## config.mk

```make
export PLATFORM = sky130hd
export DESIGN_NAME = hs_rr_arbiter
export DESIGN_NICKNAME = d
export VERILOG_FILES = /design/src/rtl/hs_arb_pkg.sv /design/src/rtl/hs_rr_arbiter_pick.sv /design/src/rtl/hs_rr_arbiter.sv
export SDC_FILE = /design/constraint.sdc
export NUM_CORES = 1
export LEC_CHECK = 0
export CAP_MARGIN = 25
export CORE_MARGIN = 2
export CORE_UTILIZATION = 31
export DETAILED_ROUTE_END_ITERATION = 12
export PLACE_DENSITY_LB_ADDON = 0.08
export REMOVE_ABC_BUFFERS = 1
export SYNTH_ARGS = -nofsm -noshare
export SYNTH_HDL_FRONTEND = slang
export SYNTH_SLANG_ARGS = --single-unit
```

## constraint.sdc

```tcl
create_clock -name sys_clk -period 1.38 [get_ports sys_clk]
set_input_delay 0.207 -clock sys_clk [delete_from_list [all_inputs] [get_ports sys_clk]]
set_output_delay 0.207 -clock sys_clk [all_outputs]
set_load 0.02 [all_outputs]
```

## src/rtl/hs_arb_pkg.sv

```systemverilog
// Shared types and defaults for the valid/ready round-robin arbiter.
// Optional beat-limit release is enabled with ARB_BEAT_LIMIT_EN.
package hs_arb_pkg;

   typedef enum logic {
      IDLE,
      LOCKED
   } arb_state_t;

   localparam int DEF_N         = 3;
   localparam int DEF_W         = 3;
   localparam int DEF_MAX_BEATS = 8;

   function automatic int ptr_w(input int n);
      return (n > 1) ? $clog2(n) : 1;
   endfunction

endpackage

```

## src/rtl/hs_rr_arbiter_pick.sv

```systemverilog
// Combinational round-robin pick: first requester at or after ptr.
// Part of hs_rr_arbiter (optional macro ARB_BEAT_LIMIT_EN lives in the top).
module rr_pick
   import hs_arb_pkg::*;
#(
   parameter int N  = DEF_N,
   parameter int PW = ptr_w(DEF_N)
) (
   input  logic [N-1:0]  req,
   input  logic [PW-1:0] ptr,
   output logic          any,
   output logic [PW-1:0] idx
);

   // Scan from the far end so the nearest hit to ptr is written last.
   always_comb begin
      any = 1'b0;
      idx = '0;
      for (int k = N - 1; k >= 0; k--) begin
         if (req[(int'(ptr) + k) % N]) begin
            any = 1'b1;
            idx = PW'((int'(ptr) + k) % N);
         end
      end
   end

endmodule

```

## src/rtl/hs_rr_arbiter.sv

```systemverilog
// Round-robin valid/ready burst arbiter, N masters onto one slave.
// Define ARB_BEAT_LIMIT_EN to force a release after MAX_BEATS beats.
module hs_rr_arbiter
   import hs_arb_pkg::*;
#(
   parameter int N         = DEF_N,
   parameter int W         = DEF_W,
   parameter int MAX_BEATS = DEF_MAX_BEATS
) (
   input  logic           sys_clk,
   input  logic           sys_rst,
   input  logic [N-1:0]   m_valid,
   input  logic [N*W-1:0] m_data,
   input  logic [N-1:0]   m_last,
   output logic [N-1:0]   m_ready,
   output logic           s_valid,
   output logic [W-1:0]   s_data,
   output logic           s_last,
   input  logic           s_ready,
   output logic [N-1:0]   grant,
   output logic           busy
);

   localparam int PW = ptr_w(N);
   localparam int BW = $clog2(MAX_BEATS + 1);

   arb_state_t    state, state_n;
   logic [N-1:0]  grant_n;
   logic [PW-1:0] rr_ptr, rr_ptr_n;
   logic [BW-1:0] beat_cnt, beat_cnt_n;

   logic          win_any;
   logic [PW-1:0] win_idx;
   logic          hs, release_pt, arb_pt;

   rr_pick #(
      .N  (N),
      .PW (PW)
   ) u_pick (
      .req (m_valid),
      .ptr (rr_ptr),
      .any (win_any),
      .idx (win_idx)
   );

   // grant is zero whenever IDLE, so masking by it covers both states.
   assign s_valid = |(m_valid & grant);
   assign s_last  = |(m_last & grant);
   assign m_ready = grant & {N{s_ready}};
   assign busy    = (state == LOCKED);

   always_comb begin
      s_data = '0;
      for (int i = 0; i < N; i++) begin
         if (grant[i]) s_data = s_data | m_data[i*W +: W];
      end
   end

   assign hs = s_valid & s_ready;

`ifdef ARB_BEAT_LIMIT_EN
   assign release_pt = hs & (s_last | (beat_cnt == BW'(MAX_BEATS - 1)));
`else
   assign release_pt = hs & s_last;
`endif

   assign arb_pt = (state == IDLE) | release_pt;

   always_comb begin
      state_n    = state;
      grant_n    = grant;
      rr_ptr_n   = rr_ptr;
      beat_cnt_n = beat_cnt;
      if (arb_pt) begin
         if (win_any) begin
            state_n          = LOCKED;
            grant_n          = '0;
            grant_n[win_idx] = 1'b1;
            rr_ptr_n         = (win_idx == PW'(N - 1)) ? '0 : win_idx + PW'(1);
            beat_cnt_n       = '0;
         end else begin
            state_n = IDLE;
            grant_n = '0;
         end
      end else if (hs && beat_cnt != BW'(MAX_BEATS)) begin
         beat_cnt_n = beat_cnt + BW'(1);
      end
   end

   always_ff @(posedge sys_clk) begin
      if (sys_rst) begin
         state    <= IDLE;
         grant    <= '0;
         rr_ptr   <= '0;
         beat_cnt <= '0;
      end else begin
         state    <= state_n;
         grant    <= grant_n;
         rr_ptr   <= rr_ptr_n;
         beat_cnt <= beat_cnt_n;
      end
   end

endmodule

```

==> impl_metrics.xml, run 1 <==
<?xml version="1.0" encoding="UTF-8"?>
<metrics>
  <group name="power_and_ir_drop">
    <metric name="internal_power" unit="mW">0.788</metric>
    <metric name="power_density" unit="mW/mm²">1220</metric>
    <metric name="netsw" unit="mW">0.493</metric>
    <metric name="switching_share" unit="">0.385</metric>
    <metric name="vdd_drop_max" unit="mV">0.932</metric>
    <metric name="combinationalPowerShare" unit="">0.675</metric>
    <metric name="power_frac_clock" unit="">0.118</metric>
    <metric name="part_of_the_total_power_dissipated_in_sequential_elements" unit="">0.207</metric>
    <metric name="static-leakage-power" unit="nW">0.499</metric>
  </group>
  <group name="timing">
    <metric name="final_max_slew_viol_count" unit="">0</metric>
    <metric name="fin_skew" unit="ns">0.00455</metric>
    <metric name="rsz0062_at_grt" unit="">true</metric>
    <metric name="finalSetupViolCount" unit="">10</metric>
    <metric name="slew-limit-headroom" unit="">0.749</metric>
    <metric name="tightestPinTransition" unit="ns">0.377</metric>
    <metric name="max_clock_freq" unit="MHz">640</metric>
    <metric name="final.period_utilization" unit="">1.13</metric>
    <metric name="final_worst_slack" unit="ns">-0.183</metric>
    <metric name="finalHoldViolations" unit="">0</metric>
    <metric name="timing.final.crit_period" unit="ns">1.56</metric>
    <metric name="setup_total_negative_slack" unit="ns">-1.04</metric>
  </group>
  <group name="placement">
    <metric name="place_inst" unit="">122</metric>
    <metric name="preCtsSetupSlack" unit="ns">-0.504</metric>
    <metric name="gpl.final_weighted_congestion" unit="">0.735</metric>
    <metric name="numPortBuffers" unit="">29</metric>
    <metric name="dpl.hpwl" unit="mm">1.13</metric>
  </group>
  <group name="job">
    <metric name="timing.max_cap.violations" unit="">0</metric>
  </group>
  <group name="synthesis">
    <metric name="postSynthRegisterBits" unit="">6</metric>
    <metric name="post-synth-top-count-cell" unit="">inv_1</metric>
    <metric name="netlist_instances" unit="">60</metric>
    <metric name="synth_flop_cell" unit="">dfxtp_1</metric>
    <metric name="ys_top_cells_by_count" unit="">inv_1 (11), dfxtp_1 (6), a222oi_1 (5)</metric>
    <metric name="synth.yosys.warnings" unit="">0</metric>
    <metric name="synth.largest_area_cell" unit="">dfxtp_1</metric>
    <metric name="synth.lib_cells_used.distinct" unit="">27</metric>
    <metric name="mappedNetlistArea" unit="µm²">473</metric>
    <metric name="syn_avg_cell_area" unit="µm²">7.88</metric>
    <metric name="ys_async_sr_fraction" unit="">0</metric>
    <metric name="synth.area.top_cells" unit="">dfxtp_1 (25%), a222oi_1 (11%), inv_1 (8.7%)</metric>
    <metric name="yosys.area.top_type_share" unit="">0.254</metric>
    <metric name="synth.yosys.seq_area_share" unit="">0.254</metric>
    <metric name="synth_edf_count" unit="">0</metric>
  </group>
  <group name="critical_path">
    <metric name="required" unit="ns">1.54</metric>
    <metric name="critPathMaxFanout" unit="">4</metric>
    <metric name="startpoint_class" unit="">flop</metric>
    <metric name="cp.arrival" unit="ns">1.72</metric>
    <metric name="end_kind" unit="">flop</metric>
    <metric name="worst-setup-path-type" unit="">flop to flop</metric>
  </group>
  <group name="floorplan">
    <metric name="rows" unit="">14</metric>
    <metric name="die_area" unit="mm²">0.00185</metric>
    <metric name="fp.coreArea" unit="mm²">0.00147</metric>
    <metric name="die_height" unit="µm">43.1</metric>
    <metric name="chipWidth" unit="µm">43.1</metric>
    <metric name="num_io_pins" unit="">30</metric>
    <metric name="initial_core_util" unit="">0.321</metric>
  </group>
  <group name="finish">
    <metric name="drive_above_1_share" unit="">0.491</metric>
    <metric name="area_growth" unit="%">122</metric>
    <metric name="final.fill_count" unit="">132</metric>
    <metric name="final_util" unit="">0.715</metric>
    <metric name="final_nets" unit="">136</metric>
    <metric name="antenna_fix_cells" unit="">0</metric>
    <metric name="final-instance-count-excl-fill" unit="">130</metric>
  </group>
  <group name="outcome">
    <metric name="status" unit="">complete, but fails checks</metric>
    <metric name="violations" unit="">setup timing</metric>
  </group>
  <group name="global_routing">
    <metric name="grt_first_pass_wirelength" unit="mm">2.54</metric>
    <metric name="global_route.overflow_total" unit="">0</metric>
    <metric name="grt_pass1_vias" unit="">608</metric>
    <metric name="global_route.usage.total" unit="">0.177</metric>
    <metric name="grt_antenna_before_repair" unit="">0</metric>
    <metric name="grt_max_degree" unit="">8</metric>
  </group>
  <group name="routing">
    <metric name="route.detailed.wl_per_inst" unit="µm">12.9</metric>
    <metric name="firstDrtPassIters" unit="">4</metric>
    <metric name="drt.antenna.violating_nets" unit="">0</metric>
    <metric name="drc" unit="">0</metric>
    <metric name="drt_iter0_markers" unit="">18</metric>
    <metric name="detail_route.vias_per_cell" unit="">5.23</metric>
    <metric name="vias" unit="">680</metric>
    <metric name="detail_route.wirelength" unit="mm">1.68</metric>
  </group>
  <group name="clocking">
    <metric name="insertion_delay" unit="ns">0.24</metric>
    <metric name="cts_root_buffer" unit="">clkbuf_4</metric>
    <metric name="cts_buffers" unit="">3</metric>
    <metric name="clockBufferDepth" unit="">2</metric>
    <metric name="cts.clk_slew.worst_paths" unit="ns">0.04</metric>
    <metric name="h-tree-depth" unit="">1</metric>
    <metric name="clock_sink_count" unit="">6</metric>
    <metric name="tritoncts_clock_tree" unit="">yes</metric>
  </group>
  <group name="worst_hold_path">
    <metric name="class_of_the_worst_hold_path" unit="">flop to flop</metric>
  </group>
</metrics>
power groups by stage:
stage / sequential (mW) / clock [mW] / combinational, mW
2_1_floorplan: 0.269 / 0 / 0.320
3_3_place_gp: 0.256 / 0 / 0.672
3_5_place_dp: 0.258 / 0 / 0.677
4_1_cts: 0.266 / 0.157 / 0.811
5_1_grt: 0.272 / 0.167 / 0.925
6_report: 0.265 / 0.151 / 0.865
metrics by stage:
step | area [µm²] | total power [mW] | hold WS, ns
detailed placement | 911 | 0.935 | 0.480
global route | 1050 | 1.36 | 0.532
finish | 1050 | 1.28 | 0.509
CTS | 1030 | 1.23 | 0.496
global placement | 911 | 0.928 | 0.475
floorplan | 473 | 0.589 | 0.276
layout make-up:
class / instances / area, µm² / area share
Inverter: 11 / 41.3 / 0.0392
Tap cell: 16 / 20.0 / 0.0190
Timing Repair Buffer: 51 / 443 / 0.421
Multi-Input combinational cell: 43 / 394 / 0.375
Sequential cell: 6 / 131 / 0.125
Clock buffer: 3 / 22.5 / 0.0214
metal layers:
metal	share of wire	track usage
met1	0.40	0.207
met2	0.48	0.318
met3	0.11	0.0766
met4	0	0
met5	0	0
cells by family after synthesis:
family	share of synthesized area
DFF	0.254
adders and majority gates	0.0529
and+or+nand+nor	0.238
AOI/OAI and AO/OA	0.347
muxes	0.0212
buffers and inverters	0.0873
worst max-delay path: stages, from the launching register on:
cell     delay [ns]
dfxtp_2        0.36
inv_2          0.05
ha_4           0.17
buf_6          0.12
a21oi_2        0.14
o21ai_2        0.09
or3_4          0.39
o22ai_2        0.17
what timing repair did:
action	in CTS	in global routing
setup buffers	5	1
pin swaps	9	4
resized for setup	62	8
gates cloned	0	0
hold buffers	0	0
endpoints found under the setup margin	18	12
cell usage in the layout (no fill, tap or decap), types with 2 or more instances in the layout:
master / Yosys / routed
buf_4: 0 / 18
clkdlybuf4s50_1: 0 / 12
inv_1: 11 / 9
dlygate4sd2_1: 0 / 8
a222oi_1: 5 / 5
buf_2: 0 / 5
nand2_1: 4 / 4
buf_6: 0 / 4
a21oi_2: 0 / 3
clkbuf_4: 0 / 3
dfxtp_2: 0 / 3
inv_2: 0 / 2
nor2_1: 2 / 2
o21ai_2: 0 / 2
nor2b_1: 2 / 2
nand3_1: 2 / 2
o211ai_1: 2 / 2
ha_4: 0 / 2
dfxtp_4: 0 / 2
worst paths after layout:
kind,startpoint,end,slack [ns],depth (start not counted)
worst max-delay path,rr_ptr[1],rr_ptr[1],-0.18,7
worst min-delay path,grant[1],grant[1],0.51,2
worst max register to register,rr_ptr[1],rr_ptr[1],-0.18,7
worst min register to register,grant[1],grant[1],0.51,2
registers in the layout, summed over array words and instances, names as in the netlist:
register and flops:
grant 3, rr_ptr 2, busy 1
Power figures use the tool's default switching activity.
==> inputs of run 2 (changes only) <==
--- a/config.mk
+++ b/config.mk
@@ -5,6 +5,7 @@
 export SDC_FILE = /design/constraint.sdc
 export NUM_CORES = 1
 export LEC_CHECK = 0
+export ABC_CLOCK_PERIOD_IN_PS = 1380
 export CAP_MARGIN = 25
 export CORE_MARGIN = 2
 export CORE_UTILIZATION = 31
==> results of run 2 <==
No change in the layout: final DEF, timing and power equal those of run 1.
==> inputs of run 3 (changes only) <==
--- a/config.mk
+++ b/config.mk
@@ -10,8 +10,10 @@
 export CORE_MARGIN = 2
 export CORE_UTILIZATION = 31
 export DETAILED_ROUTE_END_ITERATION = 12
-export PLACE_DENSITY_LB_ADDON = 0.08
+export PLACE_DENSITY_LB_ADDON = 0.25
 export REMOVE_ABC_BUFFERS = 1
+export SETUP_SLACK_MARGIN = 0.2
+export SLEW_MARGIN = 5
 export SYNTH_ARGS = -nofsm -noshare
 export SYNTH_HDL_FRONTEND = slang
 export SYNTH_SLANG_ARGS = --single-unit
==> impl_metrics.xml, run 3 (same netlist as run 1, synthesis figures left out) <==
<?xml version="1.0" encoding="UTF-8"?>
<metrics>
  <group name="finish">
    <metric name="largest_register_by_flop_count" unit="">grant</metric>
    <metric name="drive_above_1_share" unit="">0.530</metric>
    <metric name="area_growth" unit="%">130</metric>
    <metric name="layout.cells.most_common" unit="">buf_4</metric>
    <metric name="most-common-layout-cells" unit="">buf_4 (19), clkdlybuf4s50_1 (11), inv_1 (9), buf_6 (9), dlygate4sd2_1 (6)</metric>
    <metric name="flip_flop_count_of_the_largest_register_after_layout" unit="">3</metric>
    <metric name="antenna_fix_cells" unit="">0</metric>
    <metric name="final_nets" unit="">137</metric>
  </group>
  <group name="clocking">
    <metric name="cts-hold-fix-buffers" unit="">0</metric>
    <metric name="cts_buffers" unit="">3</metric>
    <metric name="cts_root_buffer" unit="">clkbuf_4</metric>
    <metric name="clock_sink_count" unit="">6</metric>
    <metric name="tritoncts_clock_tree" unit="">yes</metric>
    <metric name="insertion_delay" unit="ns">0.24</metric>
    <metric name="cts.clk_slew.worst_paths" unit="ns">0.04</metric>
    <metric name="h-tree-depth" unit="">1</metric>
    <metric name="clockBufferDepth" unit="">2</metric>
  </group>
  <group name="placement">
    <metric name="dpl.hpwl" unit="mm">1.28</metric>
    <metric name="gpl.final_weighted_congestion" unit="">0.833</metric>
    <metric name="numPortBuffers" unit="">29</metric>
  </group>
  <group name="routing">
    <metric name="drt_iter0_markers" unit="">23</metric>
    <metric name="detail_route.vias_per_cell" unit="">5.44</metric>
    <metric name="drc" unit="">0</metric>
    <metric name="vias" unit="">713</metric>
    <metric name="route.detailed.wl_per_inst" unit="µm">15.4</metric>
    <metric name="drt.antenna.violating_nets" unit="">0</metric>
    <metric name="detail_route.wirelength" unit="mm">2.01</metric>
    <metric name="firstDrtPassIters" unit="">5</metric>
  </group>
  <group name="timing">
    <metric name="max_clock_freq" unit="MHz">639</metric>
    <metric name="final.period_utilization" unit="">1.13</metric>
    <metric name="timing.final.crit_period" unit="ns">1.57</metric>
    <metric name="slew-limit-headroom" unit="">0.757</metric>
    <metric name="fin_skew" unit="ns">0.00382</metric>
    <metric name="finalSetupViolCount" unit="">11</metric>
    <metric name="final_max_slew_viol_count" unit="">0</metric>
    <metric name="holdWs" unit="ns">0.527</metric>
    <metric name="final_worst_slack" unit="ns">-0.185</metric>
    <metric name="rsz0062_at_grt" unit="">true</metric>
    <metric name="tightestPinTransition" unit="ns">0.364</metric>
    <metric name="finalHoldViolations" unit="">0</metric>
  </group>
  <group name="floorplan">
    <metric name="die_area" unit="mm²">0.00185</metric>
    <metric name="die_height" unit="µm">43.1</metric>
    <metric name="initial_core_util" unit="">0.321</metric>
    <metric name="rows" unit="">14</metric>
    <metric name="chipWidth" unit="µm">43.1</metric>
    <metric name="num_io_pins" unit="">30</metric>
    <metric name="fp.coreArea" unit="mm²">0.00147</metric>
  </group>
  <group name="critical_path">
    <metric name="critPathMaxFanout" unit="">7</metric>
    <metric name="worst-setup-path-type" unit="">flop to flop</metric>
    <metric name="startpoint_class" unit="">flop</metric>
    <metric name="cp.arrival" unit="ns">1.72</metric>
    <metric name="critical_path.slowest_cell" unit="">dfxtp_2</metric>
    <metric name="critPathMaxStageDelay" unit="ns">0.32</metric>
    <metric name="cp_cell_sequence" unit="">buf_6, ha_4, nor3_2, o21bai_1, and4_4, mux2i_1</metric>
    <metric name="end_kind" unit="">flop</metric>
    <metric name="required" unit="ns">1.54</metric>
  </group>
  <group name="power_and_ir_drop">
    <metric name="power_frac_clock" unit="">0.122</metric>
    <metric name="static-leakage-power" unit="nW">0.504</metric>
    <metric name="internal_power" unit="mW">0.799</metric>
    <metric name="netsw" unit="mW">0.544</metric>
    <metric name="vdd_drop_max" unit="mV">0.786</metric>
    <metric name="total_power" unit="mW">1.34</metric>
    <metric name="power_density" unit="mW/mm²">1240</metric>
    <metric name="combinationalPowerShare" unit="">0.682</metric>
    <metric name="switching_share" unit="">0.405</metric>
    <metric name="part_of_the_total_power_dissipated_in_sequential_elements" unit="">0.196</metric>
  </group>
  <group name="global_routing">
    <metric name="grt_max_degree" unit="">8</metric>
    <metric name="grt_antenna_before_repair" unit="">0</metric>
    <metric name="global_route.overflow_total" unit="">0</metric>
    <metric name="grt_pass1_vias" unit="">726</metric>
    <metric name="global_route.usage.total" unit="">0.226</metric>
    <metric name="grt_first_pass_wirelength" unit="mm">3.10</metric>
  </group>
  <group name="job">
    <metric name="timing.max_cap.violations" unit="">0</metric>
  </group>
  <group name="worst_hold_path">
    <metric name="class_of_the_worst_hold_path" unit="">flop to flop</metric>
  </group>
  <group name="outcome">
    <metric name="status" unit="">complete, but fails checks</metric>
    <metric name="violations" unit="">setup timing</metric>
  </group>
</metrics>
-- run 3: changes by cell type in the layout (fill, tap and decap cells not counted), sizes merged --
cell,previous run,this run
buf,28,33
clkdlybuf4s15,1,2
dlygate4sd2,8,6
dlymetal6s2s,1,0
clkdlybuf4s50,12,11
clkbuf,4,3
-- run 3: final timing paths --
path / cells past startpoint / start / end / slack [ns]
max: 6 / rr_ptr[1] / rr_ptr[0] / -0.19
min: 2 / rr_ptr[0] / rr_ptr[0] / 0.53
min reg2reg: 2 / rr_ptr[0] / rr_ptr[0] / 0.53
max reg2reg: 6 / rr_ptr[1] / rr_ptr[0] / -0.19
-- run 3: per-layer routing --
metal / GRT usage / part of all wire / wire (µm)
met3: 0.111 / 0.12 / 238
met2: 0.433 / 0.53 / 1070
met5: 0 / 0 / 0
met1: 0.212 / 0.34 / 691
met4: 0.0485 / 0.0075 / 15
-- run 3: critical path: cells and delay by family (launching register included) --
family | cells | cell delay (ns)
flip-flops | 1 | 0.32
adder cells (fa/ha/maj) | 1 | 0.32
buffers and inverters | 1 | 0.12
AO/OA/AOI/OAI | 1 | 0.19
AND/OR/NAND/NOR | 2 | 0.33
multiplexers | 1 | 0.20
-- run 3: final cells by class --
class                           instances  area, µm²
Sequential cell                         6        134
Fill cell                             112        384
Timing Repair Buffer                   52        453
Multi-Input combinational cell         43        417
Tap cell                               16       20.0
Clock buffer                            3       22.5
Inverter                               11       41.3
-- run 3: per-stage QoR --
stage          std cells  utilization  setup WS [ns]  instance area, µm²  TNS [ns]
3_3_place_gp         125        0.634         -0.474                 933     -5.04
3_5_place_dp         125        0.634         -0.471                 933     -5.11
6_report             131        0.739         -0.185                1090     -1.19
4_1_cts              130        0.713         -0.163                1050    -0.962
2_1_floorplan         60            -         -0.223                 473    -0.834
5_1_grt              131        0.739         -0.239                1090     -1.81
-- run 3: repair_timing --
item                       in CTS  in global routing
setup endpoints to repair      18                 17
resized for setup              84                 13
gates cloned                    0                  0
setup buffers                   2                  1
pin swaps                      16                  9
-- run 3: power groups by stage --
| stage | sequential, mW | combinational (mW) | clock [mW] |
|---|---|---|---|
| 3_5_place_dp | 0.249 | 0.714 | 0 |
| 6_report | 0.263 | 0.916 | 0.164 |
| 3_3_place_gp | 0.245 | 0.703 | 0 |
| 4_1_cts | 0.257 | 0.843 | 0.168 |
| 2_1_floorplan | 0.269 | 0.320 | 0 |
| 5_1_grt | 0.265 | 0.978 | 0.177 |
